## config.mk

```make
export PLATFORM = sky130hd
export DESIGN_NAME = dl_rr_arb
export DESIGN_NICKNAME = d
export VERILOG_FILES = /design/src/rtl/dl_rr_arb.sv
export SDC_FILE = /design/constraint.sdc
export NUM_CORES = 1
export LEC_CHECK = 0
export ABC_CLOCK_PERIOD_IN_PS = 4150
export BUFFER_PORTS_ARGS = -buffer_cell sky130_fd_sc_hd__buf_2
export CELL_PAD_IN_SITES_DETAIL_PLACEMENT = 0
export CELL_PAD_IN_SITES_GLOBAL_PLACEMENT = 1
export CORE_MARGIN = 4
export CORE_UTILIZATION = 31
export CTS_CLUSTER_SIZE = 14
export DETAILED_ROUTE_END_ITERATION = 8
export PLACE_DENSITY = 0.85
export SLEW_MARGIN = 20
export SYNTH_ARGS = -nofsm -noshare
export SYNTH_HDL_FRONTEND = slang
export SYNTH_SLANG_ARGS = --single-unit
```

## constraint.sdc

```tcl
create_clock -name clk -period 4.15 [get_ports clk]
set_input_delay 0 -clock clk [delete_from_list [all_inputs] [get_ports clk]]
set_output_delay 0 -clock clk [all_outputs]
set_load 0.02 [all_outputs]
```

## src/rtl/dl_rr_arb.sv

```systemverilog
// rtl/dl_rr_arb.sv - round-robin arbiter with registered output beat; packet locking under DL_RR_ARB_LOCK_EN
module dl_rr_arb #(
    parameter int NUM_REQ   = 4,
    parameter int DATA_BITS = 32
) (
    input  logic                          clk,
    input  logic                          rst_n,
    input  logic [NUM_REQ-1:0]            req_valid,
    input  logic [NUM_REQ*DATA_BITS-1:0]  req_data,
    output logic [NUM_REQ-1:0]            req_ready,
    output logic                          out_valid,
    output logic [DATA_BITS-1:0]          out_data,
    output logic [$clog2(NUM_REQ)-1:0]    out_id,
    input  logic                          out_ready
`ifdef DL_RR_ARB_LOCK_EN
    ,
    input  logic [NUM_REQ-1:0]            req_last,
    output logic                          out_last
`endif
);

    localparam int ID_W = $clog2(NUM_REQ);

    // Requester index ofs places above base, wrapping NUM_REQ-1 -> 0.
    function automatic logic [ID_W-1:0] wrap_add(input logic [ID_W-1:0] base, input int ofs);
        int sum;
        sum = int'(base) + ofs;
        if (sum >= NUM_REQ) begin
            sum = sum - NUM_REQ;
        end
        return sum[ID_W-1:0];
    endfunction

    logic [DATA_BITS-1:0] data_arr [NUM_REQ];
    logic [ID_W-1:0]      ptr;
    logic                 accept;
    logic                 gnt_found;
    logic [ID_W-1:0]      gnt_id;
    logic [ID_W-1:0]      cand;
    logic                 xfer;
    logic                 advance;
    logic                 locked;
    logic [ID_W-1:0]      lock_id;

    for (genvar i = 0; i < NUM_REQ; i++) begin : g_unpack
        assign data_arr[i] = req_data[i*DATA_BITS +: DATA_BITS];
    end

    // The output register can take a new beat when empty or being drained this cycle.
    assign accept = !out_valid | out_ready;
    assign xfer   = rst_n & accept & gnt_found;

`ifdef DL_RR_ARB_LOCK_EN
    typedef enum logic {ARB_OPEN, ARB_LOCKED} lock_state_t;

    lock_state_t     state_q, state_d;
    logic [ID_W-1:0] lock_id_q, lock_id_d;

    assign locked  = (state_q == ARB_LOCKED);
    assign lock_id = lock_id_q;
    // The pointer only moves once a packet has closed.
    assign advance = req_last[gnt_id];

    // Lock state register.
    always_ff @(posedge clk) begin
        if (!rst_n) begin
            state_q   <= ARB_OPEN;
            lock_id_q <= '0;
        end else begin
            state_q   <= state_d;
            lock_id_q <= lock_id_d;
        end
    end

    // Open a lock on a non-last beat; release it when the owner sends its last beat.
    always_comb begin
        state_d   = state_q;
        lock_id_d = lock_id_q;
        case (state_q)
            ARB_OPEN: begin
                if (xfer && !req_last[gnt_id]) begin
                    state_d   = ARB_LOCKED;
                    lock_id_d = gnt_id;
                end
            end
            ARB_LOCKED: begin
                if (xfer && req_last[gnt_id]) begin
                    state_d = ARB_OPEN;
                end
            end
            default: state_d = ARB_OPEN;
        endcase
    end
`else
    assign locked  = 1'b0;
    assign lock_id = '0;
    assign advance = 1'b1;
`endif

    // First valid requester at or above ptr, restricted to the lock owner while locked.
    always_comb begin
        gnt_found = 1'b0;
        gnt_id    = '0;
        cand      = '0;
        for (int k = 0; k < NUM_REQ; k++) begin
            cand = wrap_add(ptr, k);
            if (!gnt_found && req_valid[cand] && (!locked || cand == lock_id)) begin
                gnt_found = 1'b1;
                gnt_id    = cand;
            end
        end
    end

    // One-hot accept strobe for the winner only, suppressed in reset.
    always_comb begin
        req_ready = '0;
        if (xfer) begin
            req_ready[gnt_id] = 1'b1;
        end
    end

    // Output beat register and priority pointer.
    always_ff @(posedge clk) begin
        if (!rst_n) begin
            out_valid <= 1'b0;
            out_data  <= '0;
            out_id    <= '0;
            ptr       <= '0;
`ifdef DL_RR_ARB_LOCK_EN
            out_last  <= 1'b0;
`endif
        end else if (xfer) begin
            out_valid <= 1'b1;
            out_data  <= data_arr[gnt_id];
            out_id    <= gnt_id;
`ifdef DL_RR_ARB_LOCK_EN
            out_last  <= req_last[gnt_id];
`endif
            if (advance) begin
                ptr <= wrap_add(gnt_id, 1);
            end
        end else if (out_ready) begin
            out_valid <= 1'b0;
        end
    end

endmodule
```

* After elaboration in Yosys (flattened, before gate mapping)
Index checks and enable logic that the tools add are counted.
W data, S select, Z words.
** Word-level totals
- Input port bits :: 135
- Flip-flop bits (word level) :: 37
- Word-level logic and storage cells :: 67
- Output and inout port bits :: 39
** Operators by class
- Reduce and logical (&&, ||, !) cells :: 9
- $lt $le $gt $ge :: 12
- Bitwise logic cells :: 4
- Add/sub/neg operators :: 9
- Muxes and demuxes :: 29
** Operator list (count)
- $bmux W32 S2 :: 1
- $mux W32 :: 2
- $mux W2 :: 9
- $ge A3 B3 Y1 const B :: 5
- $lt A2 B3 Y1 const B :: 5
- $mux W1 :: 11
- $sub A2 B1 Y2 const B :: 5
- $bmux W1 S2 :: 4
- $add A2 B1 Y3 const B :: 2
- $add A2 B2 Y3 const B :: 2
- $logic_and A1 B1 Y1 :: 4
- $logic_not A1 Y1 :: 4
- $mux W4 :: 1
- $ge A2 B3 Y1 const B :: 1
- $not A2 Y3 :: 1
- $and A1 B1 Y1 :: 2
- $demux W1 S2 :: 1
- $ge A2 B1 Y1 const B :: 1
- $reduce_bool A2 Y1 :: 1
- $or A1 B1 Y1 :: 1

* Depth between registers and ports, before layout
- Word-level depth :: 19
- Mapped depth :: 8
- Depth with buffers taken out :: 5

* Worst setup path before layout
No wires, ideal clock.
- Path type :: reg2reg
- Start point :: register ptr[0]
- End point :: register out_data[13]
- Path slack :: 2306 ps
- Path buffers :: 2
- Library setup time :: 122 ps
- Stages on the path, launching flop included :: 8
- Arrival time :: 1722 ps
- Cell sequence :: dfxtp_1 nor2b_1 nor4_4 buf_4 nor2_2 buf_6 mux2_4 a221o_1
** Between the ends
- Word-level cells in the longest chain between the ends :: 18
- Elaborated cells between the ends (all ways) :: 42
- Classes of those cells :: add/sub (7); order compare (4); mux (23); bitwise (2); reduce/logical (6)
** Ends and longest elaborated chain
- from (decl) :: RTL line 35 : logic [ID_W-1:0] ptr;
- from (signal assigned) :: RTL line 140 : ptr <= wrap_add(gnt_id, 1);
- parallel branches: the longest is 18 deep, another holds $add A2 B1 Y3
- to (signal assigned) :: RTL line 134 : out_data <= data_arr[gnt_id];
- to (decl) :: RTL line 12 : output logic [DATA_BITS-1:0] out_data,
Parallel ways; which one is timed is not known. The select of a mux whose other input is x is not followed.
A chain may end at the register's enable or synchronous reset.

* Worst setup path in the final report
- Start point :: register ptr[0]
- End point :: register out_data[1]
Same word-level chain as after synthesis.

==> flow_summary.json <==
{
  "status": "completed",
  "place_hpwl_um": 6550,
  "synth_cells": 270,
  "synth_compound_area_share_pct": 29.2,
  "netSwitchingPower_uw": 449,
  "setup_viol": 0,
  "grt_pass1_wl_um": 14100,
  "preCtsSetupSlack_ps": 1640,
  "clock-root-buffer": "clkbuf_8",
  "cts_sinks": 37,
  "ys_seq_area_share_pct": 30.1,
  "maxSlewHeadroom_pct": 53.0,
  "netlist_area_sq_um": 2460,
  "final.min_clock_period_ps": 2470,
  "synth.top_cell.area_share_pct": 30.1,
  "dieWidth_um": 97.1,
  "overflow": 0,
  "ios": 174,
  "synthSimpleGateAreaFrac_pct": 16.3,
  "critPathArrivalTime_ps": 2650,
  "synth_top_family_by_area": "compound AO/OA/AOI/OAI gates",
  "ctsResizeCount": 0,
  "end_kind": "flip-flop",
  "detail_route.first_pass.iterations": 4,
  "ir_drop_v": 0.000143,
  "vias": 2740,
  "initial_core_util_pct": 31.8,
  "synth_area_leader_cell": "dfxtp_1",
  "syn-num-nets": 405,
  "drt_iter0_markers": 114,
  "ys_top_cells_by_area": "dfxtp_1, mux2_4, a221o_1, o21ai_0, a21oi_1",
  "std_cell_rows": 32,
  "dieArea_sq_um": 9420,
  "startpoint_type": "flip-flop",
  "seq_power_share_pct": 32.7,
  "switching_share_pct": 33.5,
  "muxShareOfSynthArea_pct": 17.3,
  "antenna_left": 0,
  "hold_ws_ps": 31.7,
  "area_growth_pct": 43.7,
  "clockPowerShare_pct": 28.3,
  "grt_pass1_vias": 2839,
  "grt_max_degree": 33,
  "synthAdderAreaFrac_pct": 0,
  "drc": 0,
  "hold_class": "input port to flip-flop",
  "finClkSkew_ps": 2.15,
  "critPathKind": "flip-flop to flip-flop",
  "clock_path_buffers": 2,
  "core_area_sq_um": 7730,
  "yosysUniqueCellTypes": 32,
  "diodes": 0,
  "wirelength_um": 8800,
  "fill_cells": 784,
  "cp_data_required_time_ps": 4330,
  "insertion_delay_ps": 290,
  "portBuffers": 173,
  "cts.clk_slew.worst_paths_ps": 80,
  "p_per_area_nw_per_um2": 379,
  "final_nets": 566,
  "cts_setup_buffers": 0,
  "gp_congestion": 0.821,
  "worstMarginPinSlew_ps": 705,
  "combPwrFrac_pct": 39.0,
  "synth_xor_area_share_pct": 0,
  "syn_avg_cell_area_sq_um": 9.11,
  "die_h_um": 97.1,
  "ys_ff_latch": 37,
  "tns_ps": 0,
  "rrSetupSlack_ps": 1680,
  "layout-drive-gt1-share_pct": 53.0,
  "drv_cap": 0,
  "h-tree-depth": 2,
  "fin_ws_ps": 1680,
  "cts_buffers": 5,
  "antenna_found_initial": 0,
  "finalPower_uw": 1340,
  "leakage_uw": 0.00177,
  "gr-usage-all-layers_pct": 18.0,
  "fin_cells": 534,
  "finalMaxSlewViolations": 0,
  "place_inst": 525,
  "worstPathMaxFanout": 29,
  "wire_per_inst_um": 16.5,
  "viasPerCell": 5.13,
  "cts_tree": "yes",
  "grt_setup_unrepaired": "false",
  "fmax_ghz": 0.405,
  "ys_warn_count": 0,
  "hold_violations": 0,
  "finalCritPeriodShare_pct": 59.5,
  "p_int_uw": 892
}
-- area by class of cell --
class	instances	area (sq um)	area share (%)
repair buffers	182	956	27.0
flip-flops and latches	37	741	20.9
clock buffers	5	68.8	1.95
multi-input cells	204	1570	44.5
well taps	102	128	3.61
clock inverters	3	65.1	1.84
inverters	1	3.75	0.106
-- cell usage after synthesis, drive strengths merged --
cell type   n
dfxtp      37
o21ai      31
a21oi      30
a221o      28
mux2       28
nand3      28
buf        19
nor2       11
nand2      10
clkbuf      9
a211oi      8
and3        8
nor2b       6
o31ai       4
nor3        2
nor4        2
a211o       1
a311oi      1
inv         1
mux2i       1
nor4b       1
o2111ai     1
o21a        1
or4         1
or4b        1
-- registers in the layout, summed over array words and instances (netlist names) --
name / flops
out_id: 2
ptr: 2
out_valid: 1
out_data: 32
-- critical path, stage by stage (launching register included) --
cell	delay [ps]
dfxtp_1	330
nor2b_1	280
nor4_4	50
buf_4	230
nor2_4	580
buf_16	250
mux2_2	350
a221o_1	280
-- cells by family (layout without fill, tap and decap cells) --
family,after synthesis,count (layout)
AND/OR/NAND/NOR,70,70
flip-flops,37,37
multiplexers,29,29
AO/OA/AOI/OAI,105,105
buffers and inverters,29,191
-- placed cells by master (no fill, tap or decap), types with 2 or more instances in the layout --
master     Yosys  routed
nor2_2         4       3
nand2_1        9       9
nor2_1         7       6
and3_1         8       8
a21oi_1       30      30
mux2_4        27      27
o31ai_1        4       4
clkbuf_8       0       5
dfxtp_1       37      37
nor2b_1        6       6
nand3_1       28      28
a211oi_1       6       6
buf_4          6       7
buf_2          9     173
bufinv_16      0       2
o21ai_0       31      31
nor2_4         0       2
a221o_1       28      28
nor3_1         2       2
a211oi_2       2       2
-- metal layers --
metal	GRT usage, %	up-vias	share of wire, %
met5	0	-	0
met4	4.10	0	1.2
met3	5.03	9	6.8
met2	31.3	108	49
met1	22.1	1265	43
li1	-	1358	-
-- what timing repair did --
item | in CTS | in global routing
hold endpoints to repair | 1 | 0
hold buffers | 1 | 0
endpoints found under the setup margin | 0 | 0
-- final timing paths --
check                            startpoint     endpoint  depth (start not counted)
worst max-delay path                 ptr[0]  out_data[1]                          7
worst min-delay path              out_ready    out_valid                          4
worst max register to register       ptr[0]  out_data[1]                          7
worst min register to register  out_data[2]  out_data[2]                          2
-- stage by stage --
| stage | util, % | cell area (sq um) |
|---|---|---|
| 6_report | 45.8 | 3540 |
| 5_1_grt | 45.8 | 3540 |
| 4_1_cts | 45.8 | 3540 |
| 3_5_place_dp | 43.9 | 3390 |
| 3_3_place_gp | 43.5 | 3360 |
| 2_1_floorplan | - | 2460 |
-- power groups by stage --
stage               sequential, uW  clock [uW]  combinational [uW]
floorplan                      506           0                 294
global placement               445           0                 513
detailed placement             446           0                 528
CTS                            439         392                 531
global route                   445         402                 571
finish                         439         379                 524
Note: power is estimated with default switching activity, not from simulation.
